===== src/rtl/sprite_mux_arbiter_if.sv =====
// Sprite channel / multiplexer / downstream bus seen by the arbiter.
// master: the arbiter side; slave: requesters, mux and consumer side.
interface sprite_mux_arbiter_if #(
  parameter int unsigned WIDTH = 32
);
  logic [15:0]      req;
  logic [15:0]      ack;
  logic [15:0]      mux_sel;
  logic [WIDTH-1:0] mux_b;
  logic [WIDTH-1:0] out_data;
  logic [3:0]       out_id;
  logic             out_valid;
  logic             out_ready;
  logic             busy;

  modport master (
    input  req, mux_b, out_ready,
    output ack, mux_sel, out_data, out_id, out_valid, busy
  );

  modport slave (
    output req, mux_b, out_ready,
    input  ack, mux_sel, out_data, out_id, out_valid, busy
  );
endinterface


===== src/rtl/sprite_mux_arbiter.sv =====
// Round-robin arbiter/sequencer for the 16-channel one-hot sprite mux.
// Grants one channel, selects it for one cycle, captures the word and
// holds it on a valid/ready output until the consumer takes it.
module sprite_mux_arbiter #(
  parameter int unsigned WIDTH = 32
) (
  input  logic                 clk,
  input  logic                 reset,
  sprite_mux_arbiter_if.master bus
);

  localparam logic [1:0] ST_IDLE    = 2'd0;
  localparam logic [1:0] ST_CAPTURE = 2'd1;
  localparam logic [1:0] ST_HOLD    = 2'd2;

  logic [1:0]       state_q;
  logic [3:0]       last_q;
  logic [15:0]      sel_q;
  logic [15:0]      ack_q;
  logic [WIDTH-1:0] data_q;
  logic [3:0]       id_q;
  logic             valid_q;
  logic             busy_q;

  logic [15:0]      mreq;
  logic [3:0]       idx;
  logic [3:0]       win;
  logic [15:0]      win_oh;
  logic             found;

  // Round-robin search starting just after the last winner; the channel
  // being acknowledged this cycle is masked so its stale request is ignored.
  always_comb begin
    mreq  = bus.req & ~ack_q;
    found = 1'b0;
    win   = last_q;
    idx   = '0;
    for (int unsigned k = 1; k <= 16; k++) begin
      idx = last_q + 4'(k);
      if (!found && mreq[idx]) begin
        found = 1'b1;
        win   = idx;
      end
    end
    win_oh = 16'h0001 << win;
  end

  // Sequencer: IDLE -> CAPTURE (one cycle) -> HOLD until the word is taken.
  always_ff @(posedge clk) begin
    if (reset) begin
      state_q <= ST_IDLE;
      last_q  <= 4'd15;
      sel_q   <= '0;
      ack_q   <= '0;
      data_q  <= '0;
      id_q    <= '0;
      valid_q <= 1'b0;
      busy_q  <= 1'b0;
    end else begin
      ack_q <= '0;
      case (state_q)
        ST_IDLE: begin
          if (found) begin
            sel_q   <= win_oh;
            last_q  <= win;
            state_q <= ST_CAPTURE;
            busy_q  <= 1'b1;
          end
        end
        ST_CAPTURE: begin
          data_q  <= bus.mux_b;
          id_q    <= last_q;
          valid_q <= 1'b1;
          ack_q   <= sel_q;
          sel_q   <= '0;
          state_q <= ST_HOLD;
        end
        ST_HOLD: begin
          if (valid_q && bus.out_ready) begin
            valid_q <= 1'b0;
            if (found) begin
              sel_q   <= win_oh;
              last_q  <= win;
              state_q <= ST_CAPTURE;
            end else begin
              state_q <= ST_IDLE;
              busy_q  <= 1'b0;
            end
          end
        end
        default: begin
          state_q <= ST_IDLE;
          sel_q   <= '0;
          valid_q <= 1'b0;
          busy_q  <= 1'b0;
        end
      endcase
    end
  end

  assign bus.mux_sel   = sel_q;
  assign bus.ack       = ack_q;
  assign bus.out_data  = data_q;
  assign bus.out_id    = id_q;
  assign bus.out_valid = valid_q;
  assign bus.busy      = busy_q;

endmodule


===== src/flat_wrapper.sv =====
// flat-port wrapper written by rule: the top's interface ports become plain ports
module sprite_mux_arbiter_flat 
#(
  parameter int unsigned WIDTH = 32
)
  (clk, reset, bus_req, bus_mux_b, bus_out_ready, bus_ack, bus_mux_sel, bus_out_data, bus_out_id, bus_out_valid, bus_busy);
  sprite_mux_arbiter_if #(.WIDTH(WIDTH)) bus_i ();
  input  logic clk;
  input  logic reset;
  input wire logic [$bits(bus_i.req)-1:0] bus_req;
  input wire logic [$bits(bus_i.mux_b)-1:0] bus_mux_b;
  input wire logic [$bits(bus_i.out_ready)-1:0] bus_out_ready;
  output wire logic [$bits(bus_i.ack)-1:0] bus_ack;
  output wire logic [$bits(bus_i.mux_sel)-1:0] bus_mux_sel;
  output wire logic [$bits(bus_i.out_data)-1:0] bus_out_data;
  output wire logic [$bits(bus_i.out_id)-1:0] bus_out_id;
  output wire logic [$bits(bus_i.out_valid)-1:0] bus_out_valid;
  output wire logic [$bits(bus_i.busy)-1:0] bus_busy;
  assign bus_i.req = bus_req;
  assign bus_i.mux_b = bus_mux_b;
  assign bus_i.out_ready = bus_out_ready;
  assign bus_ack = bus_i.ack;
  assign bus_mux_sel = bus_i.mux_sel;
  assign bus_out_data = bus_i.out_data;
  assign bus_out_id = bus_i.out_id;
  assign bus_out_valid = bus_i.out_valid;
  assign bus_busy = bus_i.busy;
  sprite_mux_arbiter #(.WIDTH(WIDTH)) u_core (.clk(clk), .reset(reset), .bus(bus_i));
endmodule

===== config.mk =====
export PLATFORM = sky130hd
export DESIGN_NAME = sprite_mux_arbiter_flat
export DESIGN_NICKNAME = d
export VERILOG_FILES = /design/src/rtl/sprite_mux_arbiter_if.sv /design/src/rtl/sprite_mux_arbiter.sv /design/src/flat_wrapper.sv
export SDC_FILE = /design/constraint.sdc
export NUM_CORES = 1
export LEC_CHECK = 0
export BUFFER_PORTS_ARGS = -buffer_cell sky130_fd_sc_hd__buf_2
export CORE_MARGIN = 4
export CORE_UTILIZATION = 51
export CTS_CLUSTER_DIAMETER = 80
export DETAILED_ROUTE_END_ITERATION = 8
export GPL_TIMING_DRIVEN = 0
export HOLD_SLACK_MARGIN = 0.1
export PLACE_DENSITY = 0.72
export SKIP_LAST_GASP = 1
export SLEW_MARGIN = 20
export SYNTH_ARGS = -nofsm -noshare
export SYNTH_HDL_FRONTEND = slang
export SYNTH_SLANG_ARGS = --single-unit

===== constraint.sdc =====
create_clock -name clk -period 5.4 [get_ports clk]
set_input_delay 0.54 -clock clk [delete_from_list [all_inputs] [get_ports clk]]
set_output_delay 0.54 -clock clk [all_outputs]
set_load 0.03 [all_outputs]

==> impl_summary.md <==
STA
Setup repair after global routing left no endpoint under its margin. Setup violations remaining at the end of the flow were counted as 0. The final hold violation count is 0. The worst hold margin is between 0.4 and 0.5 ns.

The max-slew violation count is 0. The clock arrives with about 0.0089 ns of skew. Subtracting the final worst setup slack from the clock period gives about 5.0 ns. The relative max-transition margin is between 40 and 50%.

The final total negative setup slack is 0 ns. For the pin with the worst max-slew slack, the measured transition is roughly 0.9 ns. The worst path uses about 93% of the clock period. Static timing analysis puts the maximum clock frequency at 200 MHz.

Route
The number of remaining DRC errors is 0. The mean number of vias per cell is a little over 6. The final wirelength is between 15000 and 20000 um. For this run, the detailed router's first-pass iteration total came to 5. The count of vias placed by the detailed router is ~5500. The number of nets with antenna violations after detailed routing is 0. The count of routing violations after the opening detailed-route iteration is between 500 and 600.

In the final routed layout, each cell accounts on average for roughly 20 um.

Worst setup path
The largest single stage delay on the critical path is between 0.5 and 0.6 ns. The critical path capture point type is a flip-flop. The startpoint kind of the worst setup timing path is a flip-flop. The number of buffer and inverter instances along the worst setup path is 4. The signal on the critical path passes through buf_2, clkinv_1, ha_1, buf_2, buf_1, mux4_2, o22ai_1, nor2_1, nand4_1, nor4_4, nand2_2, a32oi_1, nand2_2, o41ai_2. The largest fanout of any net on the critical path is 11. The critical path required time is about 5.6 ns.

The type of the setup path with the least slack is reg2reg. At the worst endpoint, the arrival time is around 5.3 ns. The kind of cell with the highest combined delay along the critical path is buffers and inverters. The cell type of the slowest stage on the worst timing path is buf_1.

Synth
The area of the mapped netlist is around 5600 um2. Yosys attributes the largest share of cell area to dfxtp_1 (27%), mux4_2 (12%), nand2_1 (7.9%), mux2i_1 (5.0%), o41ai_2 (4.7%). The async set-or-reset flop fraction in the synthesized netlist is 0%. The number of flops mapped to enable cells by yosys is 0. The leading register cell type out of synthesis is dfxtp_1. The share of synthesized area in the top cell type comes to 27.4%.

The number of nets in the synthesized netlist is 680. Summed over all instances, the cell type with the most area after synthesis is dfxtp_1. The cell count after synthesis is about 620.

The number of distinct standard cells referenced by the synthesized netlist is 82. The share of the Yosys chip area taken by registers is a little over a quarter. The number of synthesis warnings is 0. The average cell area after synthesis is roughly 8.9 um2. Counting flops and latches in the post-synthesis netlist gives 76.

Layout
The post-route netlist has 30.8% of its cells at a drive strength greater than 1. For this run, the number of standard cells in the final layout without fillers is roughly 890. Compared with the post-synthesis result, the final layout area differs by 17.5%. The antenna diode instance count is 0. After the last flow step, the layout net total stands at roughly 800.

CTS
The hold buffer count at CTS is 0. Once the clock tree was built, the resizer swapped 0 gates to a different size. Clock-pin slew was measured on the worst setup and hold paths at 0.08 ns. The number of buffers on the longest clock path is 2. The buffers inserted during post-CTS setup optimization is 0. The number of clock sinks seen by CTS is 76.

The number of clock buffers inserted by TritonCTS is 9. The CTS tree is yes. The root buffer selected by CTS is clkbuf_8. The H-tree generated during clock tree synthesis spans 3 levels. At the later pin of the worst-skew pair, clock insertion delay measures 0.35 ns.

Run status
The flow ran to the end, and the final reports show no timing, DRC or antenna violations.

Placed design
Once placement completed, the tool counted placed cells totaling between 800 and 900. The count of buffers added on input and output ports is 119. The half-perimeter wire length after detailed placement is about 14000 um.

The weighted congestion at the end of routability-driven global placement is 0.992.

Global route
Entering global routing, the biggest net connects 13 pins. The first-pass GRT wire length is 28000 um. The initial antenna violation count is 0. The global-route usage over all layers is 27.2%.

The via count of the first global-routing pass is 5475. The global route total overflow is 0.

Floorplanning
The number of rows in the core area is 37. The total area inside the core boundary comes to approximately 10000 um2. The die covers ~13000 um2. The initial core utilization is 53.1%. The die boundary width is about 110 um.

From bottom edge to top edge, the die measures 112 um. The I/O pin total is approximately 120.

Min path
The class of the tightest hold or removal check is in2reg.

Job
The count of max-cap constraint violations is 0.
[per-stage QoR]
| step | setup slack (ns) | utilization [%] | instance area, um2 |
|---|---|---|---|
| after global routing | 0.0453 | 62.4 | 6530 |
| after global placement | 0.613 | 60.5 | 6330 |
| final | 0.390 | 62.4 | 6530 |
| after detailed placement | 0.552 | 60.5 | 6330 |
| after floorplan | 1.42 | - | 5560 |
| after CTS | 0.524 | 62.4 | 6530 |
[registers in the layout (all words and copies together) (netlist names)]
name / flops
u_core.bus.out_data: 32
u_core.bus.ack: 16
u_core.bus.mux_sel: 16
u_core.bus.out_id: 4
u_core.last_q: 4
u_core.state_q: 2
u_core.bus.busy: 1
u_core.bus.out_valid: 1
[placed cells by master, fill, tap and decap left out, types with 11 or more instances in the layout]
master	count
mux4_2	30
clkbuf_1	19
clkbuf_8	11
and3_1	18
nand2_1	117
nor2_1	24
mux2i_1	28
o21ai_0	16
o41ai_2	16
nor2b_1	18
a21oi_1	47
dfxtp_1	76
xnor2_1	12
nand2b_1	20
buf_2	128
nor3_1	11
[tightest hold or removal path: stages]
cell	delay [ns]
buf_2	0.09
nand2_1	0.04
a21oi_1	0.05
[path summary, 6_finish.rpt]
kind / startpoint / endpoint / slack, ns / cells past startpoint
max: u_core.last_q[1] / u_core.bus.mux_sel[14] / 0.39 / 14
min: bus_mux_b[28] / u_core.bus.out_data[28] / 0.42 / 3
max reg2reg: u_core.last_q[1] / u_core.bus.mux_sel[14] / 0.39 / 14
min reg2reg: u_core.bus.out_data[31] / u_core.bus.out_data[31] / 0.46 / 2
[Yosys cell counts (7+ instances only)]
library cell,n
o21ai_0,16
nand2_1,117
o41ai_2,16
nor2b_1,18
dfxtp_1,76
mux4_2,30
nor4_1,7
nor2_1,24
and3_1,18
a21oi_1,47
buf_2,9
nor3_1,11
mux2i_1,28
xnor2_1,12
nand2b_1,20
ha_1,7
clkbuf_1,19
nand3_1,10
[per-layer routing]
metal | GRT usage [%] | share of wire (%)
met1 | 35.7 | 40
met2 | 45.4 | 48
met3 | 4.91 | 8.9
met4 | 8.97 | 2.6
met5 | 0 | 0
[layout make-up]
class | instances | area (um2)
inverters | 7 | 33.8
clock inverters | 5 | 50.0
plain buffers | 42 | 231
fillers | 980 | 3930
repair buffers | 119 | 596
multi-input cells | 497 | 3780
flip-flops and latches | 76 | 1520
clock buffers | 11 | 151
well taps | 136 | 170
[cells by family after synthesis]
| family | count (synthesis) | share of synthesized area [%] |
|---|---|---|
| mux | 69 | 19.9 |
| buf+inv | 49 | 4.77 |
| compound gates | 152 | 21.2 |
| flops | 76 | 27.4 |
| xor+xnor | 16 | 2.99 |
| simple gates | 253 | 22.2 |
| fa+ha+maj | 7 | 1.58 |
Power is not shown: default switching activity piles up to over one toggle a cycle in this logic, so the estimate is an artifact.
